## src/rtl/imem_loader_pkg.sv

```systemverilog
// Shared definitions for the program loader: FSM state encoding and default geometry.
package imem_loader_pkg;
  localparam int DEPTH_DEF  = 256;
  localparam int ADDR_W_DEF = 8;
  localparam int LEN_W_DEF  = 16;

  typedef enum logic [2:0] {
    ST_HDR0  = 3'd0,
    ST_HDR1  = 3'd1,
    ST_DATA  = 3'd2,
    ST_CLEAR = 3'd3,
    ST_RUN   = 3'd4
  } state_t;
endpackage

```

## src/rtl/imem_word_packer.sv

```systemverilog
// Assembles little-endian bytes into 32-bit words; word_vld_o is combinational on the 4th byte.
// No backpressure of its own: it takes every byte_vld_i it is given.
module imem_word_packer (
  input  logic        clk_i,
  input  logic        rst_n_i,
  input  logic        clr_i,
  input  logic        byte_vld_i,
  input  logic [7:0]  byte_dat_i,
  output logic        word_vld_o,
  output logic [31:0] word_dat_o
);
  logic [1:0]  idx_q, idx_d;
  logic [31:0] shreg_q, shreg_d;

  always_comb begin
    idx_d   = idx_q;
    shreg_d = shreg_q;
    if (clr_i) begin
      idx_d   = 2'd0;
      shreg_d = 32'd0;
    end else if (byte_vld_i) begin
      idx_d   = idx_q + 2'd1;
      shreg_d = {byte_dat_i, shreg_q[31:8]};
    end
  end

  // First byte ends up in bits [7:0] after four right shifts.
  assign word_vld_o = byte_vld_i && (idx_q == 2'd3) && !clr_i;
  assign word_dat_o = {byte_dat_i, shreg_q[31:8]};

  always_ff @(posedge clk_i or negedge rst_n_i) begin
    if (!rst_n_i) begin
      idx_q   <= 2'd0;
      shreg_q <= 32'd0;
    end else begin
      idx_q   <= idx_d;
      shreg_q <= shreg_d;
    end
  end
endmodule

```

## src/rtl/imem_loader.sv

```systemverilog
// Program loader: header + words -> imem write port, zero-fill, then hold start_o until reload.
// Writes lag the 4th byte by one cycle; in_ready_o drops outside HDR0/HDR1/DATA and in reset.
module imem_loader
  import imem_loader_pkg::*;
#(
  parameter int DEPTH  = DEPTH_DEF,
  parameter int ADDR_W = ADDR_W_DEF,
  parameter int LEN_W  = LEN_W_DEF
) (
  input  logic              clk_i,
  input  logic              rst_n_i,
  input  logic              in_valid_i,
  input  logic [7:0]        in_data_i,
  output logic              in_ready_o,
  input  logic              reload_i,
  output logic              imem_we_o,
  output logic [ADDR_W-1:0] imem_addr_o,
  output logic [31:0]       imem_wdata_o,
  output logic              start_o,
  output logic              err_o
);
  localparam logic [LEN_W-1:0]  DEPTH_L   = LEN_W'(DEPTH);
  localparam logic [ADDR_W-1:0] LAST_ADDR = ADDR_W'(DEPTH - 1);

  state_t              state_q, state_d;
  logic [LEN_W-1:0]    cnt_q, cnt_d;
  logic [LEN_W-1:0]    wcnt_q, wcnt_d;
  logic [ADDR_W-1:0]   clr_addr_q, clr_addr_d;
  logic                we_q, we_d;
  logic [ADDR_W-1:0]   addr_q, addr_d;
  logic [31:0]         wdata_q, wdata_d;
  logic                start_q, start_d;
  logic                err_q, err_d;

  logic                xfer;
  logic                pk_clr;
  logic                word_vld;
  logic [31:0]         word_dat;
  logic [LEN_W-1:0]    hdr_cnt;
  logic [LEN_W-1:0]    wcnt_inc;

  assign in_ready_o = rst_n_i &&
                      (state_q == ST_HDR0 || state_q == ST_HDR1 || state_q == ST_DATA);
  assign xfer       = in_valid_i && in_ready_o;
  assign pk_clr     = (state_q == ST_RUN) && reload_i;
  assign hdr_cnt    = LEN_W'({in_data_i, cnt_q[7:0]});
  assign wcnt_inc   = wcnt_q + LEN_W'(1);

  imem_word_packer u_packer (
    .clk_i      (clk_i),
    .rst_n_i    (rst_n_i),
    .clr_i      (pk_clr),
    .byte_vld_i (xfer && (state_q == ST_DATA)),
    .byte_dat_i (in_data_i),
    .word_vld_o (word_vld),
    .word_dat_o (word_dat)
  );

  always_comb begin
    state_d    = state_q;
    cnt_d      = cnt_q;
    wcnt_d     = wcnt_q;
    clr_addr_d = clr_addr_q;
    we_d       = 1'b0;
    addr_d     = addr_q;
    wdata_d    = wdata_q;
    start_d    = 1'b0;
    err_d      = err_q;
    case (state_q)
      ST_HDR0: begin
        if (xfer) begin
          cnt_d[7:0] = in_data_i;
          state_d    = ST_HDR1;
        end
      end
      ST_HDR1: begin
        if (xfer) begin
          cnt_d      = hdr_cnt;
          err_d      = (hdr_cnt > DEPTH_L);
          wcnt_d     = '0;
          clr_addr_d = hdr_cnt[ADDR_W-1:0];
          state_d    = (hdr_cnt == '0) ? ST_CLEAR : ST_DATA;
        end
      end
      ST_DATA: begin
        if (word_vld) begin
          // Words past the end of memory are drained from the stream but dropped.
          if (wcnt_q < DEPTH_L) begin
            we_d    = 1'b1;
            addr_d  = wcnt_q[ADDR_W-1:0];
            wdata_d = word_dat;
          end
          wcnt_d = wcnt_inc;
          if (wcnt_inc == cnt_q) begin
            clr_addr_d = cnt_q[ADDR_W-1:0];
            state_d    = (cnt_q >= DEPTH_L) ? ST_RUN : ST_CLEAR;
          end
        end
      end
      ST_CLEAR: begin
        we_d       = 1'b1;
        addr_d     = clr_addr_q;
        wdata_d    = 32'd0;
        clr_addr_d = clr_addr_q + ADDR_W'(1);
        if (clr_addr_q == LAST_ADDR) state_d = ST_RUN;
      end
      ST_RUN: begin
        start_d = 1'b1;
        if (reload_i) begin
          start_d = 1'b0;
          err_d   = 1'b0;
          state_d = ST_HDR0;
        end
      end
      default: state_d = ST_HDR0;
    endcase
  end

  always_ff @(posedge clk_i or negedge rst_n_i) begin
    if (!rst_n_i) begin
      state_q    <= ST_HDR0;
      cnt_q      <= '0;
      wcnt_q     <= '0;
      clr_addr_q <= '0;
      we_q       <= 1'b0;
      addr_q     <= '0;
      wdata_q    <= 32'd0;
      start_q    <= 1'b0;
      err_q      <= 1'b0;
    end else begin
      state_q    <= state_d;
      cnt_q      <= cnt_d;
      wcnt_q     <= wcnt_d;
      clr_addr_q <= clr_addr_d;
      we_q       <= we_d;
      addr_q     <= addr_d;
      wdata_q    <= wdata_d;
      start_q    <= start_d;
      err_q      <= err_d;
    end
  end

  assign imem_we_o    = we_q;
  assign imem_addr_o  = addr_q;
  assign imem_wdata_o = wdata_q;
  assign start_o      = start_q;
  assign err_o        = err_q;
endmodule
```

## config.mk

```make
export PLATFORM = sky130hd
export DESIGN_NAME = imem_loader
export DESIGN_NICKNAME = d
export VERILOG_FILES = /design/src/rtl/imem_loader_pkg.sv /design/src/rtl/imem_word_packer.sv /design/src/rtl/imem_loader.sv
export SDC_FILE = /design/constraint.sdc
export NUM_CORES = 1
export LEC_CHECK = 0
export CORE_AREA = 2 2 110 112
export DETAILED_ROUTE_END_ITERATION = 8
export DIE_AREA = 0 0 112 114
export HOLD_SLACK_MARGIN = 0.1
export PLACE_DENSITY_LB_ADDON = 0.15
export SETUP_SLACK_MARGIN = 0.02
export SYNTH_ARGS = -nofsm -noshare
export SYNTH_HDL_FRONTEND = slang
export SYNTH_SLANG_ARGS = --single-unit
```

## constraint.sdc

```tcl
create_clock -name clk_i -period 3.6 [get_ports clk_i]
set_input_delay 0.72 -clock clk_i [delete_from_list [all_inputs] [get_ports clk_i]]
set_output_delay 0.72 -clock clk_i [all_outputs]
set_load 0.02 [all_outputs]
```

==> impl_metrics.sql, run 1 <==
INSERT INTO impl_metrics (metric_group, metric, value, unit) VALUES
('status', 'run_status', 'finished, final reports clean', ''),
('final_layout', 'area_delta_synth_final', '18.9', '%'),
('floorplanning', 'num_rows', '40', ''),
('floorplanning', 'floorplan.io_pins', '56', ''),
('sta', 'post-route-min-period', '3030', 'ps'),
('floorplanning', 'core', '0.0117', 'mm²'),
('synth', 'mappedNetlistArea', '0.00556', 'mm²'),
('clock_network', 'cts.sink_count', '112', ''),
('global_route', 'antenna_violations_before_repair', '0', ''),
('clock_network', 'worst_setup_hold_path_clk_slew', '80', 'ps'),
('synth', 'synth_area_leader_cell', 'dfrtp_1', ''),
('critical_path', 'timing.critical_path.buf_inv', '0', ''),
('clock_network', 'cts_resized', '0', ''),
('final_layout', 'drive_gt1_share', '9.44', '%'),
('global_route', 'first_global_vias', '4757', ''),
('global_route', 'grt.total_usage', '25.0', '%'),
('detailed_routing', 'via_per_inst', '5.90', ''),
('detailed_routing', 'drc_errors', '0', ''),
('critical_path', 'timing.critical_path.from_type', 'register', ''),
('synth', 'post-synth-top-area-fraction', '50.4', '%'),
('detailed_routing', 'ant_nets', '0', ''),
('clock_network', 'cts_htree_levels', '3', ''),
('sta', 'max_clock_freq', '330', 'MHz'),
('synth', 'yosys_warnings', '0', ''),
('final_layout', 'post-route-util', '56.5', '%'),
('placement', 'gpl.final_weighted_congestion', '0.877', ''),
('critical_path', 'worstSetupPathType', 'register to register', ''),
('detailed_routing', 'met1Wirelength', '6.70', 'mm'),
('floorplanning', 'die_height', '114', 'µm'),
('synth', 'postSynthCellCount', '597', ''),
('sta', 'skew_final', '10.2', 'ps'),
('synth', 'synth_cell_types', '58', ''),
('detailed_routing', 'average_wire_length_per_cell_after_detail_routing', '19.0', 'µm'),
('placement', 'number_of_buffers_added_on_ports', '55', ''),
('critical_path', 'worst-endpoint-arrival', '3270', 'ps'),
('sta', 'worst-slew-pin-transition', '1070', 'ps'),
('critical_path', 'timing.critical_path.cells', 'ha_1 > and3_1 > nand2_1 > o41ai_1 > nand3_1 > o41ai_4 > and2_4 > o221ai_2', ''),
('final_layout', 'fillerInstances', '1068', ''),
('detailed_routing', 'dr_total_vias', '4675', ''),
('synth', 'async_flop_share', '100', '%'),
('sta', 'worst_hold_slack', '159', 'ps'),
('synth', 'yosysMostFrequentCell', 'nand2_1', ''),
('clock_network', 'clkLatencyLatePin', '370', 'ps'),
('synth', 'ys_ff_latch', '112', ''),
('synth', 'synth_area_per_cell', '9.32', 'µm²'),
('job', 'cap_viol_max_count', '0', ''),
('power', 'power_density', '750', 'mW/mm²'),
('synth', 'synth_area_leaders', 'dfrtp_1 (50%), nand2_1 (8.9%), o21ai_0 (5.8%)', ''),
('final_layout', 'multiInputGateArea', '0.00259', 'mm²'),
('final_layout', 'diodes', '0', ''),
('sta', 'timing.slew.headroom', '28.2', '%'),
('synth', 'synth_enable_flop_cells', '0', ''),
('clock_network', 'clock-root-buffer', 'clkbuf_16', ''),
('sta', 'final_max_slew_viol_count', '0', ''),
('clock_network', 'cts_made_buffers', '9', ''),
('floorplanning', 'die_width', '112', 'µm'),
('critical_path', 'timing.critical_path.to_type', 'register', ''),
('global_route', 'grt_first_pass_wirelength', '24.9', 'mm'),
('critical_path', 'timing.critical_path.slowest_stage_cell', 'o41ai_4', ''),
('detailed_routing', 'route.met3.wl', '542', 'µm'),
('synth', 'synth_sequential_area_ratio', '50.4', '%'),
('sta', 'finalSetupTns', '0', 'ps'),
('detailed_routing', 'met2_wirelength', '7.59', 'mm'),
('final_layout', 'finalNetCount', '656', ''),
('power', 'irDropWorstVdd', '0.560', 'mV'),
('global_route', 'grt_max_degree', '83', ''),
('floorplanning', 'start_util', '47.5', '%'),
('clock_network', 'cts.hold.buffers_added', '0', ''),
('detailed_routing', 'finalWirelength', '15.1', 'mm'),
('floorplanning', 'floorplan.die_area', '0.0128', 'mm²'),
('detailed_routing', 'drt_first_pass_iters', '5', '');
-- logic make-up (layout without fill, tap and decap cells) --
group                    Yosys count  in the layout  share of synthesized area [%]
adder cells (fa/ha/maj)            3              3                          0.675
XOR/XNOR                          19             19                           2.99
AND/OR/NAND/NOR                  251            251                           21.5
flip-flops                       112            112                           50.4
buffers and inverters             42             91                           3.22
AO/OA/AOI/OAI                    151            151                           17.4
multiplexers                      19             19                           3.80
-- cell usage in the layout (no fill, tap or decap), types with 7 or more instances in the layout --
master           netlist  layout
xnor2_1               14      14
nor3_1                10      10
clkdlybuf4s50_1        0      54
nand2_1              132     132
mux2_2                17      17
o31ai_1               10      10
and3_1                 7       7
clkbuf_16              0       9
a31oi_1                8       8
nor2_1                33      32
nor4_1                 8       8
buf_4                  3      13
a21oi_1               26      26
nand3_1               19      19
o21ai_0               65      65
inv_1                  7       7
a22o_1                16      16
nand4_1               10      10
dfrtp_1              112     112
-- power breakdown --
group / internal (mW) / switching, mW
Clock: 0.695 / 0.515
Sequential: 1.63 / 0.472
Combinational: 0.759 / 0.886
-- sequential cells by signal, summed over array words and instances, names as in the netlist --
name and flops:
wcnt_q 16, u_packer.idx_q 2, cnt_q 16, imem_we_o 1, u_packer.shreg_q 24, state_q 3
clr_addr_q 8, start_o 1, imem_wdata_o 32, imem_addr_o 8, err_o 1
-- final cells by class --
type / instances / share of cell area, %
multi-input cells: 443 / 39.1
inverters: 7 / 0.397
well taps: 147 / 2.78
clock inverters: 6 / 1.91
repair buffers: 68 / 9.95
flip-flops and latches: 112 / 42.4
clock buffers: 10 / 3.46
-- metrics by stage --
step / instance area (µm²) / total power, mW / cells / setup WS (ps)
floorplan: 5560 / 3.13 / 597 / 1110
global placement: 6260 / 3.73 / 777 / 439
detailed placement: 6260 / 3.76 / 777 / 364
CTS: 6620 / 4.97 / 793 / 628
global route: 6620 / 5.25 / 793 / 396
finish: 6620 / 4.96 / 793 / 570
-- metal layers --
layer / global-route usage [%] / vias up
met5: 0 / -
met4: 7.64 / 0
met3: 5.37 / 18
met2: 42.2 / 91
met1: 32.6 / 2358
li1: - / 2208
-- worst reg2reg max path: stages (launching register included) --
cell and delay [ps]:
dfrtp_1 500, ha_1 330, and3_1 340, nand2_1 150, o41ai_1 490, nand3_1 210
o41ai_4 550, and2_4 260, o221ai_2 90
-- final timing paths --
check | startpoint | endpoint | slack, ps | depth (start not counted)
max | wcnt_q[0]$_DFFE_PN0P_ | clr_addr_q[7]$_DFFE_PN0P_ | 570 | 8
min | rst_n_i | cnt_q[5]$_DFFE_PN0P_ | 160 | 1
max reg2reg | wcnt_q[0]$_DFFE_PN0P_ | clr_addr_q[7]$_DFFE_PN0P_ | 570 | 8
min reg2reg | imem_addr_o[5]$_DFFE_PN0P_ | imem_addr_o[5]$_DFFE_PN0P_ | 470 | 2
max in group asynchronous | rst_n_i | imem_wdata_o[20]$_DFFE_PN0P_ | 1780 | 3
min in group clk_i | imem_addr_o[5]$_DFFE_PN0P_ | imem_addr_o[5]$_DFFE_PN0P_ | 470 | 2
Power figures use the tool's default switching activity.
==> run 2, diff against run 1 <==
Clock period 3.6 ns to 2.9 ns, I/O delays scaled along.
==> impl_metrics.sql, run 2 (synthesized netlist as in run 1, its figures left out) <==
INSERT INTO impl_metrics (metric_group, metric, value, unit) VALUES
('final_layout', 'final_cell_mix', 'nand2_1 (132), dfrtp_1 (111), o21ai_0 (65)', ''),
('detailed_routing', 'drc_errors', '0', ''),
('critical_path', 'timing.critical_path.from_type', 'register', ''),
('floorplanning', 'die_height', '114', 'µm'),
('critical_path', 'worstSetupPathType', 'register to register', ''),
('final_layout', 'area_delta_synth_final', '22.0', '%'),
('critical_path', 'critPathRequiredTime', '3180', 'ps'),
('critical_path', 'path_max_fanout', '7', ''),
('clock_network', 'clock-root-buffer', 'clkbuf_16', ''),
('sta', 'rsz0062_at_grt', 'no', ''),
('global_route', 'grt_max_degree', '78', ''),
('sta', 'finalSetupTns', '0', 'ps'),
('final_layout', 'fillerInstances', '1080', ''),
('detailed_routing', 'ant_nets', '0', ''),
('detailed_routing', 'drt_first_pass_iters', '5', ''),
('clock_network', 'cts_made_buffers', '9', ''),
('clock_network', 'cts.hold.buffers_added', '0', ''),
('critical_path', 'slowest_delay', '480', 'ps'),
('clock_network', 'cts_resized', '0', ''),
('sta', 'worst-slew-pin-transition', '1080', 'ps'),
('final_layout', 'finalNetCount', '680', ''),
('sta', 'timing.slew.headroom', '27.6', '%'),
('global_route', 'first_global_vias', '4740', ''),
('placement', 'gpl.final_weighted_congestion', '0.881', ''),
('critical_path', 'timing.critical_path.slowest_stage_cell', 'o41ai_4', ''),
('detailed_routing', 'average_wire_length_per_cell_after_detail_routing', '18.6', 'µm'),
('placement', 'dpl_hpwl', '10.9', 'mm'),
('floorplanning', 'floorplan.die_area', '0.0128', 'mm²'),
('floorplanning', 'num_rows', '40', ''),
('clock_network', 'cts.sink_count', '112', ''),
('detailed_routing', 'finalWirelength', '15.2', 'mm'),
('placement', 'number_of_buffers_added_on_ports', '55', ''),
('critical_path', 'worst_path_dominant_cell_family', 'compound AO/OA/AOI/OAI gates', ''),
('final_layout', 'drive_gt1_share', '13.4', '%'),
('floorplanning', 'floorplan.io_pins', '56', ''),
('placement', 'place_worst_setup_slack', '-169', 'ps'),
('sta', 'finalSetupViolCount', '0', ''),
('global_route', 'antenna_violations_before_repair', '0', ''),
('critical_path', 'timing.critical_path.to_type', 'register', ''),
('global_route', 'grt_overflow', '0', ''),
('status', 'run_status', 'finished, final reports clean', ''),
('sta', 'final_max_slew_viol_count', '0', ''),
('sta', 'final.setup.worst_slack', '181', 'ps'),
('power', 'irDropWorstVdd', '0.478', 'mV'),
('sta', 'post-route-min-period', '2720', 'ps'),
('clock_network', 'cts_htree_levels', '3', ''),
('floorplanning', 'start_util', '47.5', '%'),
('detailed_routing', 'via_per_inst', '5.85', ''),
('min_path', 'min_path_type', 'primary input to asynchronous set/reset pin', ''),
('floorplanning', 'die_width', '112', 'µm'),
('detailed_routing', 'dr_total_vias', '4777', ''),
('critical_path', 'r2r_slack', '180', 'ps'),
('sta', 'report.final.hold_viol_count', '0', ''),
('clock_network', 'worst_setup_hold_path_clk_slew', '70', 'ps'),
('detailed_routing', 'first_iter_violations', '345', ''),
('sta', 'max_clock_freq', '368', 'MHz'),
('critical_path', 'timing.critical_path.buf_inv', '1', ''),
('sta', 'skew_final', '9.79', 'ps'),
('critical_path', 'worst-endpoint-arrival', '3000', 'ps'),
('power', 'power_density', '911', 'mW/mm²'),
('clock_network', 'cts-root-to-sink-buffers', '2', ''),
('clock_network', 'post_cts_buffers', '0', ''),
('global_route', 'grt_first_pass_wirelength', '25.2', 'mm'),
('final_layout', 'largest_reg_flops', '32', ''),
('global_route', 'grt.total_usage', '25.4', '%'),
('sta', 'final.period_utilization', '93.7', '%'),
('clock_network', 'tritoncts', 'built', ''),
('job', 'cap_viol_max_count', '0', ''),
('clock_network', 'clkLatencyLatePin', '360', 'ps'),
('critical_path', 'timing.critical_path.cells', 'ha_2 > and3_1 > nand2_1 > o41ai_1 > nand3_1 > o41ai_4 > buf_4 > a31oi_1 > a21oi_1', ''),
('power', 'power.static_leakage', '2.88', 'nW'),
('final_layout', 'layout.cells.most_common', 'nand2_1', ''),
('floorplanning', 'core', '0.0117', 'mm²'),
('final_layout', 'diodes', '0', ''),
('final_layout', 'post-route-util', '57.9', '%');
run 2: cell types whose count changed in the layout (fill, tap and decap cells not counted), sizes merged:
cell    change
buf        +24
clkinv      +1
bufinv      -1
run 2: final timing paths:
check / depth (start not counted) / endpoint / from
min reg2reg: 2 / imem_addr_o[7]$_DFFE_PN0P_ / imem_addr_o[7]$_DFFE_PN0P_
max in group asynchronous: 2 / wcnt_q[5]$_DFFE_PN0P_ / rst_n_i
min in group clk_i: 2 / imem_addr_o[7]$_DFFE_PN0P_ / imem_addr_o[7]$_DFFE_PN0P_
max reg2reg: 9 / clr_addr_q[3]$_DFFE_PN0P_ / wcnt_q[1]$_DFFE_PN0P_
max: 9 / clr_addr_q[3]$_DFFE_PN0P_ / wcnt_q[1]$_DFFE_PN0P_
min: 2 / wcnt_q[0]$_DFFE_PN0P_ / rst_n_i
run 2: final cells by class:
| type | count | area, µm² | share of cell area, % |
|---|---|---|---|
| clock buffer | 10 | 239 | 3.52 |
| timing repair buffer | 92 | 838 | 12.4 |
| inverter | 7 | 26.3 | 0.387 |
| clock inverter | 6 | 97.6 | 1.44 |
| tap | 147 | 184 | 2.71 |
| multi-input combinational | 443 | 2590 | 38.3 |
| sequential | 112 | 2800 | 41.3 |
run 2: per-stage QoR:
step	instances	instance area, µm²	hold slack [ps]	power [mW]
detailed placement	801	6440	466	4.78
finish	817	6780	335	6.18
global route	817	6780	391	6.56
CTS	817	6780	356	6.19
global placement	801	6440	460	4.74
floorplan	597	5560	284	3.89
run 2: where the power goes:
group | switching (mW) | total [mW] | internal (mW) | leakage [nW]
Sequential | 0.530 | 2.56 | 2.03 | 1.47
Combinational | 1.19 | 2.22 | 1.03 | 1.24
Clock | 0.607 | 1.40 | 0.794 | 0.165
Total | 2.33 | 6.18 | 3.85 | 2.88
run 2: per-layer routing:
metal | global-route usage [%] | routed length, µm | share of wire [%]
met2 | 42.3 | 7510 | 49
met3 | 3.72 | 657 | 4.3
met5 | 0 | 0 | 0
met1 | 33.4 | 6570 | 43
met4 | 10.8 | 453 | 3.0
run 2: worst reg2reg max path, stage by stage (launching register included):
cell and delay (ps):
dfrtp_1 360, ha_2 240, and3_1 300, nand2_1 150
o41ai_1 450, nand3_1 240, o41ai_4 480, buf_4 190
a31oi_1 80, a21oi_1 160
==> edit 1 (flow settings as in run 2) <==
`wdata_q` no longer has a reset.
--- a/src/rtl/imem_loader.sv
+++ b/src/rtl/imem_loader.sv
@@ -124,7 +124,6 @@
       clr_addr_q <= '0;
       we_q       <= 1'b0;
       addr_q     <= '0;
-      wdata_q    <= 32'd0;
       start_q    <= 1'b0;
       err_q      <= 1'b0;
     end else begin
@@ -134,10 +133,13 @@
       clr_addr_q <= clr_addr_d;
       we_q       <= we_d;
       addr_q     <= addr_d;
-      wdata_q    <= wdata_d;
       start_q    <= start_d;
       err_q      <= err_d;
     end
+  end
+
+  always_ff @(posedge clk_i) begin
+    wdata_q <= wdata_d;
   end
 
   assign imem_we_o    = we_q;
Function: differs if rst_n_i is asserted again (counterexample within 10 cycles, from zero or initial values and one cycle with rst_n_i low); with rst_n_i held inactive, the same outputs for 10 cycles.
==> edit 1 against run 2 <==
  * Critical path depth unchanged
  * Wire length down 16%
  * Cell area down 4.7%
  * Sequential cell count unchanged
  * Final cell count down 15%
  * Worst setup slack worse by 0.053 ns
  * Clock skew down 0.0037 ns
  * Core utilization down 2.7 points
  * Non-clock buffer count down 10
  * Area after synthesis down 4.6%
  * Power down 2.7%
==> edit 1: results (changes against run 2) <==
worst path arrival time=3.01 ns (about the same); type of the most critical hold path=register to register; Slowest-stage cell, CP=nor4_4; syn_nets=489 (-20%); clk_skew=0.00607 ns (-0.00372 ns); pre-CTS WS=0.0731 ns (+0.242 ns); fill count=1031 (-4.5%); fraction of layout cells with a size suffix above 1=0.143 (+0.00905); flop2flop setup slack=0.13 ns (-0.05 ns); sequential share of power=0.435 (+0.021); DR vias=3953 (-17%); pin count of the biggest net entering global routing=68 (-13%); Crit Path Max Fanout=8 (+1); routability cong.=0.894 (+1.5%); P_leak=0.00265 uW (-8.1%); measured slew at the worst slew-check pin=0.881 ns (-0.201 ns); share of flip-flops with an asynchronous set or reset=0.714 (-0.286); Critical Path Sink=clr_addr_q[5]; First DRT Iteration DRCs=232 (-33%); syn avg cell area=11.2 um2 (+20%); multiplexer area fraction after synthesis=0.0528 (+0.0148); P_int=3840 uW (-0.25%); first-pass GRT wire length=20900 um (-17%); most common library cells after synthesis=80 x dfrtp_1, 43 x o21ai_0, 33 x nor2_1, 32 x and2_1, 32 x edfxtp_1; number of global-route vias before repair=3752 (-21%); Hold WS=0.502 ns (+0.166 ns); Post-synth EDFFs=32 (+32); Yosys cell types=57 (-1.7%); DP Area=0.00612 mm2 (-4.9%); sequential fraction of the synthesis area=0.558 (+0.0544); Synth area leaders=dfrtp_1 38%, edfxtp_1 18%, o21ai_0 4.1%; outcome=finished, final reports clean; DP Cell Count=674 (-16%); post-DR wirelength/cell=18.4 um (-1.1%)
-- edit 1: timing repair --
action,4_1_cts,5_1_grt
gates resized for setup,0,9
hold buffers,1,0
hold endpoints to repair,13,0
setup endpoints to repair,0,10
-- edit 1: routing by layer --
layer  vias to the layer above  global-route usage  wire [um]
met1                      1970               0.303       6000
met4                         0              0.0520        115
met5                         -                   0          0
met2                       107               0.326       6000
li1                       1867                   -          -
met3                         9              0.0409        588
-- edit 1: critical path, delay by kind of cell (launching register included) --
family / cells / cell delay [ns]
compound gates: 3 / 0.76
fa+ha+maj: 1 / 0.27
flops: 1 / 0.40
simple gates: 5 / 1.23
-- edit 1: final cells by class --
cell class              count  area, um2  share of cell area
flip-flops and latches    112       2970               0.459
multi-input cells         331       2250               0.347
repair buffers             82        769               0.119
clock buffers               9        225              0.0348
well taps                 147        184              0.0284
clock inverters             7       62.6             0.00968
inverters                   3       11.3             0.00174
==> edit 2 (config.mk and constraints of run 2) <==
Without the edit above. The package constant `ADDR_W_DEF` goes from 8 to 10.
--- a/src/rtl/imem_loader_pkg.sv
+++ b/src/rtl/imem_loader_pkg.sv
@@ -1,7 +1,7 @@
 // Shared definitions for the program loader: FSM state encoding and default geometry.
 package imem_loader_pkg;
   localparam int DEPTH_DEF  = 256;
-  localparam int ADDR_W_DEF = 8;
+  localparam int ADDR_W_DEF = 10;
   localparam int LEN_W_DEF  = 16;
 
   typedef enum logic [2:0] {
Interface: changed (resized imem_addr_o); port bits go from 56 to 58. No check against the original RTL was run, so the function may have changed too.
==> edit 2 against run 2 <==
  * Cell area increased by 6.8%
  * Combinational power decreased by 4%
  * Hold slack got worse by 0.15 ns
  * Area after synthesis increased by 3.5%
  * Wire length increased by 3.8%
  * Sequential cell count increased by 4
  * Power increased by 11%
  * Clock skew decreased by 0.0026 ns
  * Sequential share of layout area decreased by 1.2 points
  * Worst setup slack got worse by 0.066 ns
  * Critical path type unchanged
==> edit 2: results (changes against run 2) <==
outcome=finished, final reports clean; port bufs=57 (+3.6%); P_leak=0.00332 uW (+15%); Synth area leaders=dfrtp_1 50%, nand2_1 11%, nand3_1 4.3%; wl on met1=7490 um (+14%); DP Area=0.00661 mm2 (+2.6%); sequential fraction of the synthesis area=0.504 (about the same); fill count=1031 (-4.5%); P_int=4500 uW (+17%); worst-skew pair later-pin latency=0.42 ns (+0.06 ns); pre-CTS WS=-0.0300 ns (+0.139 ns); wire length on met2=6890 um (-8.2%); routability cong.=0.928 (+5.3%); WL met3=1070 um (+63%); First DRT Iteration DRCs=449 (+30%); Layout Cells excl Fill=869 (+6.4%); sequential share of power=0.377 (-0.037); pin count of the biggest net entering global routing=76 (-2.6%); number of global-route vias before repair=4927 (+3.9%); syn_nets=638 (+4.2%); met1 GRT Util=0.379 (+0.0451); H-tree levels=4 (+1); Mapped Cells=623 (+4.4%); Slowest-stage cell, CP=or4_4; delay-heaviest family, CP=simple AND/OR/NAND/NOR gates; cts bufs inserted=17 (+8); first-pass GRT wire length=25500 um (+0.96%); nets=724 (+6.5%); M3 GR Usage=0.0595 (+0.0223); Yosys cell types=60 (+3.4%); DP Cell Count=836 (+4.4%); Peak VDD IR=0.648 mV (+36%); global-route usage over all layers=0.256 (+0.00229); clk_skew=0.00715 ns (-0.00264 ns); fraction of layout cells with a size suffix above 1=0.148 (+0.0139); final instance area=0.00724 mm2 (+6.8%); met2 track demand over resource=0.362 (-0.0606); wirelength, routed=15800 um (+3.8%); Most Crowded Layer GR=met1; worst stage delay on the critical path=0.57 ns (+0.09 ns); most common library cells after synthesis=169 x nand2_1, 116 x dfrtp_1, 49 x nand3_1, 36 x o21ai_0, 30 x nor2_1; Comb group=2130 uW (-4%); measured slew at the worst slew-check pin=0.946 ns (-0.136 ns)
[edit 2: cell count changes after synthesis, sizes merged, moves of 5 or more]
cell          run 2  this run
a32o              1         7
or3               2        10
mux2             17        10
nor3             12         7
and3              7         2
o31ai            10         4
o21ai            65        36
nand3            20        51
nand4            12         5
nand2           132       169
[edit 2: worst paths after layout]
check	end	slack, ns	depth (start not counted)	startpoint
setup / recovery	clr_addr_q[0]	0.12	7	wcnt_q[0]
hold / removal	clr_addr_q[5]	0.19	2	rst_n_i
setup reg to reg	clr_addr_q[0]	0.12	7	wcnt_q[0]
hold reg to reg	imem_addr_o[4]	0.47	2	imem_addr_o[4]
max in group asynchronous	imem_wdata_o[23]	1.43	3	rst_n_i
min in group clk_i	imem_addr_o[4]	0.47	2	imem_addr_o[4]
[edit 2: cell families after synthesis]
group | count (synthesis) | synth area share
AOI/OAI and AO/OA | 122 | 0.142
xor gates and xnor gates | 19 | 0.0289
adders and majority gates | 3 | 0.00652
buffers and inverters | 43 | 0.0471
DFF | 116 | 0.504
muxes | 10 | 0.0196
and+or+nand+nor | 310 | 0.252
[edit 2: final cells by class]
type | count | share of cell area
Clock buffer | 19 | 0.0612
Clock inverter | 13 | 0.0216
Inverter | 8 | 0.00415
Multi-Input combinational cell | 464 | 0.362
Sequential cell | 116 | 0.401
Tap cell | 147 | 0.0254
Timing Repair Buffer | 102 | 0.125
[edit 2: what timing repair did]
| item | in CTS | in global routing |
|---|---|---|
| setup endpoints to repair | 9 | 11 |
| gates resized for setup | 1 | 8 |
| pin swaps | 0 | 2 |
| buffers inserted | 0 | 1 |
[edit 2: worst reg2reg max path, cell delays in order (launching register included)]
cell	delay [ns]
dfrtp_1	0.35
buf_4	0.16
nand4_2	0.22
o41a_2	0.55
or4_4	0.49
or4_4	0.57
mux2_1	0.34
nand2_1	0.06
